### config.mk
export PLATFORM = sky130hd
export DESIGN_NAME = tetris_keypad
export DESIGN_NICKNAME = d
export VERILOG_FILES = /design/src/rtl/tetris_pkg.sv /design/src/rtl/key_channel.sv /design/src/rtl/tetris_keypad.sv
export SDC_FILE = /design/constraint.sdc
export NUM_CORES = 1
export LEC_CHECK = 0
export ABC_AREA = 1
export BUFFER_PORTS_ARGS = -buffer_cell sky130_fd_sc_hd__buf_2
export CELL_PAD_IN_SITES_DETAIL_PLACEMENT = 2
export CELL_PAD_IN_SITES_GLOBAL_PLACEMENT = 2
export CORE_MARGIN = 2
export CORE_UTILIZATION = 40
export CTS_BUF_LIST = sky130_fd_sc_hd__clkbuf_4
export DETAILED_ROUTE_END_ITERATION = 8
export PLACE_DENSITY = 0.95
export SYNTH_ARGS = -nofsm -noshare
export SYNTH_HDL_FRONTEND = slang
export SYNTH_HIERARCHICAL = 1
export SYNTH_SLANG_ARGS = --single-unit
### constraint.sdc
create_clock -name clk -period 3.01 [get_ports clk]
set_input_delay 0.1505 -clock clk [delete_from_list [all_inputs] [get_ports clk]]
set_output_delay 0.1505 -clock clk [all_outputs]
set_load 0.05 [all_outputs]
### src/rtl/tetris_pkg.sv
// Shared definitions for the Tetris keypad: key indices, repeat FSM states
// and default timing constants in millisecond ticks.
package tetris_pkg;

  localparam int KEY_LEFT  = 0;
  localparam int KEY_RIGHT = 1;
  localparam int KEY_DOWN  = 2;
  localparam int KEY_ROT   = 3;

  localparam int              DEF_N_KEYS         = 4;
  localparam int              DEF_DEBOUNCE_TICKS = 20;
  localparam int              DEF_REPEAT_DELAY   = 250;
  localparam int              DEF_REPEAT_RATE    = 50;
  localparam logic [3:0]      DEF_REPEAT_MASK    = 4'b0111;

  typedef enum logic [1:0] {
    KS_IDLE,
    KS_DELAY,
    KS_REPEAT
  } key_state_t;

  function automatic int max_int(input int a, input int b);
    return (a > b) ? a : b;
  endfunction

endpackage

### src/rtl/key_channel.sv
// One key: 2-flop synchronizer, tick-based debouncer and auto-repeat FSM
// producing a debounced level and one-cycle press/repeat pulses.
module key_channel
  import tetris_pkg::*;
#(
  parameter int DEBOUNCE_TICKS = DEF_DEBOUNCE_TICKS,
  parameter int REPEAT_DELAY   = DEF_REPEAT_DELAY,
  parameter int REPEAT_RATE    = DEF_REPEAT_RATE,
  parameter bit REPEAT_EN      = 1'b1
) (
  input  logic clk,
  input  logic rst_n,
  input  logic i_tick,
  input  logic i_key_raw,
  output logic o_key_level,
  output logic o_key_press
);

  localparam int DB_W = $clog2(DEBOUNCE_TICKS + 1);
  localparam int RP_W = $clog2(max_int(REPEAT_DELAY, REPEAT_RATE) + 1);

  localparam logic [DB_W-1:0] DB_LAST    = DB_W'(DEBOUNCE_TICKS - 1);
  localparam logic [RP_W-1:0] DELAY_LAST = RP_W'(REPEAT_DELAY - 1);
  localparam logic [RP_W-1:0] RATE_LAST  = RP_W'(REPEAT_RATE - 1);

  logic            r_sync1, r_sync2;
  logic            r_level;
  logic [DB_W-1:0] r_db_cnt;
  logic            w_db_done, w_rise, w_fall;

  key_state_t      r_state, w_state_next;
  logic [RP_W-1:0] r_rp_cnt, w_rp_cnt_next;
  logic            r_press, w_press_next;

  // The level flips on the tick that completes the disagreement run.
  assign w_db_done = (r_sync2 != r_level) && i_tick && (r_db_cnt == DB_LAST);
  assign w_rise    = w_db_done && !r_level;
  assign w_fall    = w_db_done &&  r_level;

  // NOTE: sequential state uses non-blocking assignments so every flop
  // samples pre-edge values regardless of statement order.
  always_ff @(posedge clk or negedge rst_n) begin
    if (!rst_n) begin
      r_sync1  <= 1'b0;
      r_sync2  <= 1'b0;
      r_level  <= 1'b0;
      r_db_cnt <= '0;
    end else begin
      r_sync1 <= i_key_raw;
      r_sync2 <= r_sync1;
      if (r_sync2 == r_level) begin
        r_db_cnt <= '0;
      end else if (i_tick) begin
        if (w_db_done) begin
          r_level  <= r_sync2;
          r_db_cnt <= '0;
        end else begin
          r_db_cnt <= r_db_cnt + DB_W'(1);
        end
      end
    end
  end

  always_ff @(posedge clk or negedge rst_n) begin
    if (!rst_n) begin
      r_state  <= KS_IDLE;
      r_rp_cnt <= '0;
      r_press  <= 1'b0;
    end else begin
      r_state  <= w_state_next;
      r_rp_cnt <= w_rp_cnt_next;
      r_press  <= w_press_next;
    end
  end

  // NOTE: every output of this block is defaulted first so no path leaves
  // a variable unassigned, which would otherwise infer a latch.
  always_comb begin
    w_state_next  = r_state;
    w_rp_cnt_next = r_rp_cnt;
    w_press_next  = 1'b0;
    if (w_fall) begin
      // Release wins over a repeat pulse due on the same tick.
      w_state_next  = KS_IDLE;
      w_rp_cnt_next = '0;
    end else begin
      case (r_state)
        KS_IDLE: begin
          if (w_rise) begin
            w_press_next  = 1'b1;
            w_rp_cnt_next = '0;
            w_state_next  = REPEAT_EN ? KS_DELAY : KS_IDLE;
          end
        end
        KS_DELAY: begin
          if (i_tick) begin
            if (r_rp_cnt == DELAY_LAST) begin
              w_press_next  = 1'b1;
              w_rp_cnt_next = '0;
              w_state_next  = KS_REPEAT;
            end else begin
              w_rp_cnt_next = r_rp_cnt + RP_W'(1);
            end
          end
        end
        KS_REPEAT: begin
          if (i_tick) begin
            if (r_rp_cnt == RATE_LAST) begin
              w_press_next  = 1'b1;
              w_rp_cnt_next = '0;
            end else begin
              w_rp_cnt_next = r_rp_cnt + RP_W'(1);
            end
          end
        end
        default: begin
          w_state_next  = KS_IDLE;
          w_rp_cnt_next = '0;
        end
      endcase
    end
  end

  assign o_key_level = r_level;
  assign o_key_press = r_press;

endmodule

### src/rtl/tetris_keypad.sv
// Keypad front end: derives the shared millisecond tick from the 1 kHz
// square wave and runs one debounce/auto-repeat channel per button.
module tetris_keypad
  import tetris_pkg::*;
#(
  parameter int                N_KEYS         = DEF_N_KEYS,
  parameter int                DEBOUNCE_TICKS = DEF_DEBOUNCE_TICKS,
  parameter int                REPEAT_DELAY   = DEF_REPEAT_DELAY,
  parameter int                REPEAT_RATE    = DEF_REPEAT_RATE,
  parameter logic [N_KEYS-1:0] REPEAT_MASK    = DEF_REPEAT_MASK
) (
  input  logic              clk,
  input  logic              rst_n,
  input  logic              tick_clk,
  input  logic [N_KEYS-1:0] key_raw,
  output logic [N_KEYS-1:0] key_level,
  output logic [N_KEYS-1:0] key_press
);

  logic r_tick_q;
  logic w_tick;

  // Resetting to 1 suppresses a false tick when tick_clk is already high
  // at reset release.
  always_ff @(posedge clk or negedge rst_n) begin
    if (!rst_n) begin
      r_tick_q <= 1'b1;
    end else begin
      r_tick_q <= tick_clk;
    end
  end

  assign w_tick = tick_clk & ~r_tick_q;

  for (genvar g = 0; g < N_KEYS; g++) begin : g_key
    key_channel #(
      .DEBOUNCE_TICKS (DEBOUNCE_TICKS),
      .REPEAT_DELAY   (REPEAT_DELAY),
      .REPEAT_RATE    (REPEAT_RATE),
      .REPEAT_EN      (REPEAT_MASK[g])
    ) u_channel (
      .clk         (clk),
      .rst_n       (rst_n),
      .i_tick      (w_tick),
      .i_key_raw   (key_raw[g]),
      .o_key_level (key_level[g]),
      .o_key_press (key_press[g])
    );
  end

endmodule

==> results of run 1 <==
[state kept, by name (all words and copies together), names as in the netlist]
name,cells
g_key.u_channel/r_state,6
g_key.u_channel/o_key_press,4
r_tick_q,1
g_key.u_channel/o_key_level,4
g_key.u_channel/r_sync1,4
g_key.u_channel/r_rp_cnt,24
g_key.u_channel/r_db_cnt,20
g_key.u_channel/r_sync2,4
[how the worst min path moves through the flow]
stage | end | cells past startpoint
6_report | g_key[3].u_channel/r_db_cnt[3] | 2
5_1_grt | g_key[3].u_channel/r_sync1 | 2
4_1_cts | g_key[2].u_channel/r_sync1 | 2
3_5_place_dp | g_key[0].u_channel/r_sync1 | 1
3_3_place_gp | g_key[2].u_channel/r_sync1 | 1
2_1_floorplan | g_key[0].u_channel/o_key_level | 0
[cells by family after synthesis]
logic type,Yosys count
DFF,67
xor gates and xnor gates,10
and+or+nand+nor,369
AOI/OAI and AO/OA,37
buffers and inverters,87
adders and majority gates,25
[routing by layer]
layer / up-vias / routed length [um] / track usage, %
met3: 14 / 293 / 5.69
met2: 31 / 7160 / 44.4
met5: - / 0 / 0
met1: 2002 / 5590 / 27.5
met4: 0 / 145 / 6.42
li1: 1951 / - / -
[layout by cell type, fill, tap and decap left out, types with 4 or more instances in the layout]
cell type,netlist,final
dlygate4sd3_1,0,6
buf_2,3,14
nand2_1,195,195
buf_4,0,4
nor2_2,9,9
nand2_4,9,9
nor2_1,31,31
o21ai_0,9,9
xor2_1,10,10
nand2_2,18,18
o21ai_1,15,15
nand4_1,27,27
clkbuf_4,0,10
a21oi_1,9,9
nand3_1,62,62
inv_1,63,63
dfrtp_1,66,66
nand3_2,6,6
ha_1,25,25
inv_2,11,11
[power by group through the flow]
stage	Clock, mW	Sequential, mW	Combinational, mW
2_1_floorplan	0	1.05	0.160
3_3_place_gp	0	1.07	0.213
3_5_place_dp	0	1.08	0.240
4_1_cts	0.537	1.06	0.247
5_1_grt	0.571	1.08	0.284
6_report	0.509	1.06	0.240
[repair_timing]
action	in CTS	in global routing
hold buffers	6	0
setup endpoints to repair	0	0
hold endpoints to repair	39	0
[worst max-delay path: cells and delay by family (launching register included)]
family                     cells  cell delay, ps
buffers and inverters          1              70
adders and majority gates      1             230
and+or+nand+nor                7             940
DFF                            1             430
AOI/OAI and AO/OA              1              70
[area by class of cell]
cell class                 instances  area share, %
tap                              140           3.64
inverter                          77           6.15
clock inverter                     5          0.441
sequential                        67           34.8
clock buffer                      10           1.56
multi-input combinational        441           50.1
timing repair buffer              24           3.32
[metrics by stage]
stage,util (%),worst slack [ps],instance area (um2),total power [mW],hold WS [ps]
after global routing,44.3,989,4820,1.93,302
after detailed placement,42.8,1170,4660,1.32,261
after floorplan,-,1080,4480,1.21,-145
after CTS,44.3,1150,4820,1.84,297
final,44.3,1160,4820,1.81,337
after global placement,42.8,1330,4660,1.28,259
==> results.toml, run 1 <==
[status]
status = "finished clean"

[synth]
synthMuxAreaShare_pct = 0
synth_edf_count = 0
yosysTopAreaCell = "dfrtp_1"
synth-xor-area-share_pct = 1.95
ys.flop_type = "dfrtp_1"
synth_top_family_by_area = "simple AND/OR/NAND/NOR gates"
synthDistinctLibCells = 26
synthAdderAreaFrac_pct = 6.98
yosysWarnings = 6
ys_seq_elements = 67
synthArstFlopShare_pct = 100
syn_avg_cell_area_um2 = 7.53
synth_area_leaders = "dfrtp_1 37%, nand2_1 16%, ha_1 7.0%"
syn-cell-area_um2 = 4480
synth-seq-area-share_pct = 37.4
syn-num-nets = 627
ys_top_cells_by_count = "195 x nand2_1, 66 x dfrtp_1, 63 x inv_1"
synthCells = 595
yosys.cell_count.top_type = "nand2_1"
synthSimpleGateAreaFrac_pct = 40.6
synth.top_cell.area_share_pct = 36.9
synth_compound_area_share_pct = 4.30

[worst_setup_path]
r2r_slack_ps = 1160
crit_arrival_ps = 2190
critPathSlowestCell = "dfrtp_1"
timing.rr.end = "g_key[0].u_channel/r_state[0]"
startpoint = "g_key[0].u_channel/r_db_cnt[0]"
r2r_start = "g_key[0].u_channel/r_db_cnt[0]"
crit_path_cell_trace = "ha_1 -> nand2_2 -> nor2_4 -> inv_1 -> nor2_2 -> nand2_2 -> nand2_1 -> nand3_2 -> nand2_1 -> o21ai_1"
crit_type = "register to register"
startpoint_type = "register"
max_stage_delay_ps = 430
ff2ff_path_depth = 10
path_max_fanout = 12
endpoint_kind = "register"
critPathRequiredTime_ps = 3350
crit_end = "g_key[0].u_channel/r_state[0]"

[sta]
setup_viol = 0
finClkSkew_ps = 10.6
max_freq_ghz = 0.540
final.min_clock_period_ps = 1850
worst_pin_slew_ps = 877
slew_headroom_pct = 41.5
hold_violations = 0
rsz0062_at_grt = "false"
tns_ps = 0
finalCritPeriodShare_pct = 61.5
maxSlewViolCount = 0

[clock_tree]
cts_root_buf = "clkbuf_4"
cts-resized-gates = 0
h-tree-depth = 3
clk_latency_ps = 460
clkSlewWorstSetupHoldPaths_ps = 120
cts_buffers = 9
clockBufferDepth = 2
cts_tree = "done"
cts.sink_count = 67
cts_setup_buffers = 0

[final_layout]
nFillCells = 1293
nNetsFinal = 652
num_antenna_cells = 0
stdcell_count = 764
area_growth_pct = 7.54
multiInputGateArea_um2 = 2410
final-seq-area_um2 = 1680
drive_gt1_share_pct = 15.5

[placement]
dp.cells = 743
dp_hpwl_um = 10200
place.gp.congestion = 0.817
io_buffer_count = 14

[drt]
drtPass1Iterations = 4
drt-initial-drc-count = 176
post_drt_wl_per_cell_um = 17.3
postRouteAntennaNets = 0
routed_wl_um = 13200
vias = 3998
viasPerCell = 5.23
drc = 0

[job]
cap_violations = 0

[power]
p_comb_share_pct = 13.3
power.share.sequential_pct = 58.6
irDropWorstVdd_v = 0.000298
leakagePower_nw = 2.32
clockPowerShare_pct = 28.1
p_sw_share_pct = 32.7
power.density_nw_per_um2 = 376
p_int_mw = 1.22
p_sw_uw = 592

[grt]
grt_max_degree = 38
grt-ovfl-total = 0
grt_pass1_wl_um = 22200
antenna_found_initial = 0
grt_pass1_vias = 4467
grt_use_total_pct = 24.1

[floorplanning]
rows = 38
core_um2 = 10900
initial_core_util_pct = 41.2
io_pins = 15
die_height_um = 110
die_area_um2 = 12100
die_w_um = 110

[worst_hold_path]
hp-class = "input port to asynchronous set/reset pin"
(Power assumes the default switching activity.)
==> inputs of run 2 (changes only) <==
--- a/config.mk
+++ b/config.mk
@@ -10,10 +10,10 @@
 export CELL_PAD_IN_SITES_DETAIL_PLACEMENT = 2
 export CELL_PAD_IN_SITES_GLOBAL_PLACEMENT = 2
 export CORE_MARGIN = 2
-export CORE_UTILIZATION = 40
+export CORE_UTILIZATION = 38
 export CTS_BUF_LIST = sky130_fd_sc_hd__clkbuf_4
 export DETAILED_ROUTE_END_ITERATION = 8
-export PLACE_DENSITY = 0.95
+export PLACE_DENSITY = 0.94
 export SYNTH_ARGS = -nofsm -noshare
 export SYNTH_HDL_FRONTEND = slang
 export SYNTH_HIERARCHICAL = 1
==> constraint.sdc (replaced) <==
create_clock -name clk -period 1.89 [get_ports clk]
set_input_delay 0.0945 -clock clk [delete_from_list [all_inputs] [get_ports clk]]
set_output_delay 0.0945 -clock clk [all_outputs]
set_load 0.05 [all_outputs]
==> results.toml, run 2 (synthesis results as in run 1) <==
[status]
status = "finished clean"

[grt]
grt_pass1_vias = 4877
grt_pass1_wl_um = 24200
grt-ovfl-total = 0
antenna_found_initial = 0
grt_max_degree = 30
grt_use_total_pct = 23.9

[drt]
routed_wl_um = 15900
viasPerCell = 5.53
drtPass1Iterations = 4
vias = 4297
drt-initial-drc-count = 173
postRouteAntennaNets = 0
drc = 0
post_drt_wl_per_cell_um = 20.5

[floorplanning]
die_w_um = 113
die_area_um2 = 12700
die_height_um = 113
core_um2 = 11500
rows = 39
io_pins = 15
initial_core_util_pct = 39.1

[final_layout]
num_antenna_cells = 0
nNetsFinal = 661
final-seq-area_um2 = 1680
largest_register = "g_key.u_channel/r_rp_cnt"
nFillCells = 1330
top_regs = "g_key.u_channel/r_rp_cnt: 24 flops, g_key.u_channel/r_db_cnt: 20 flops, g_key.u_channel/r_state: 6 flops"
area_growth_pct = 11.8
mostFrequentLayoutCells = "195 x nand2_1, 66 x dfrtp_1, 63 x inv_1"
drive_gt1_share_pct = 17.7
layout_commonest_cell = "nand2_1"
largest_reg_flops = 24
final_util_pct = 43.7
multiInputGateArea_um2 = 2440

[worst_setup_path]
r2r_slack_ps = 30
startpoint_type = "register"
crit_arrival_ps = 2220
path_max_fanout = 4
endpoint_kind = "register"
critPathRequiredTime_ps = 2260
crit_type = "register to register"

[clock_tree]
cts.sink_count = 67
clkSlewWorstSetupHoldPaths_ps = 130
cts_buffers = 9
cts_tree = "done"
clk_latency_ps = 460
h-tree-depth = 3
clockBufferDepth = 2
cts_root_buf = "clkbuf_4"

[sta]
worst_pin_slew_ps = 527
finClkSkew_ps = 8.42
hold_violations = 0
finalCritPeriodShare_pct = 98.2
slew_headroom_pct = 64.9
final.min_clock_period_ps = 1860
setup_viol = 0
maxSlewViolCount = 0
max_freq_ghz = 0.539

[power]
irDropWorstVdd_v = 0.000480
leakagePower_nw = 2.44
p_total_mw = 3.33
power.density_nw_per_um2 = 664

[worst_hold_path]
hp-class = "input port to asynchronous set/reset pin"

[placement]
place.gp.congestion = 0.805
io_buffer_count = 14
dp_hpwl_um = 10700

[job]
cap_violations = 0
-- run 2: report_power, final --
part | switching [mW] | leakage [nW] | internal (mW)
combinational | 0.303 | 1.47 | 0.171
sequential | 0.148 | 0.887 | 1.55
clock | 0.630 | 0.0796 | 0.530
-- run 2: critical path: stages (launching register included) --
cell,delay (ps)
dfrtp_1,450
inv_1,120
ha_1,250
nand2_1,120
nor2_1,150
nand2_1,180
nand2_1,130
nand2_1,100
nand4_1,90
nand2_1,80
nand2_1,70
inv_1,30
-- run 2: per-layer routing --
metal  wire length, um  GRT usage (%)  vias to the layer above  part of all wire (%)
met3               402           3.13                       48                   2.5
met1              6390           26.5                     2188                    40
met4               573           11.2                        0                   3.6
met2              8580           44.9                       91                    54
li1                  -              -                     1970                     -
met5                 0              0                        -                     0
-- run 2: area by class of cell --
class | count | share of cell area (%)
multi-input cells | 441 | 48.8
flip-flops and latches | 67 | 33.5
inverters | 77 | 5.92
repair buffers | 33 | 5.04
well taps | 143 | 3.57
clock inverters | 7 | 1.85
clock buffers | 9 | 1.35
-- run 2: path summary, 6_finish.rpt --
check / start / end / depth (start not counted)
worst max-delay path: g_key[0].u_channel/r_rp_cnt[1] / g_key[0].u_channel/r_rp_cnt[3] / 11
min in group clk: key_raw[0] / g_key[0].u_channel/r_sync1 / 2
worst max register to register: g_key[0].u_channel/r_rp_cnt[1] / g_key[0].u_channel/r_rp_cnt[3] / 11
max in group asynchronous: rst_n / g_key[0].u_channel/r_db_cnt[3] / 3
worst min register to register: g_key[3].u_channel/r_sync1 / g_key[3].u_channel/r_sync2 / 0
worst min-delay path: rst_n / g_key[3].u_channel/r_db_cnt[3] / 2
-- run 2: timing repair --
item	in CTS	in global routing
endpoints found under the hold margin	50	0
hold buffers	6	0
setup buffers	0	6
resized for setup	1	6
pin swaps	0	0
endpoints found under the setup margin	2	7
-- run 2: stage by stage --
| stage | std cells | setup WS (ps) | hold WS (ps) | setup TNS [ps] | instance area (um2) |
|---|---|---|---|---|---|
| after detailed placement | 749 | -6.30 | 90.4 | -6.30 | 4720 |
| after global placement | 749 | 285 | 87.7 | 0 | 4720 |
| after floorplan | 595 | 215 | -201 | 0 | 4490 |
| after CTS | 771 | 6.10 | 116 | 0 | 4940 |
| after global routing | 777 | -73.0 | 161 | -193 | 5010 |
| final | 777 | 34.4 | 133 | 0 | 5010 |
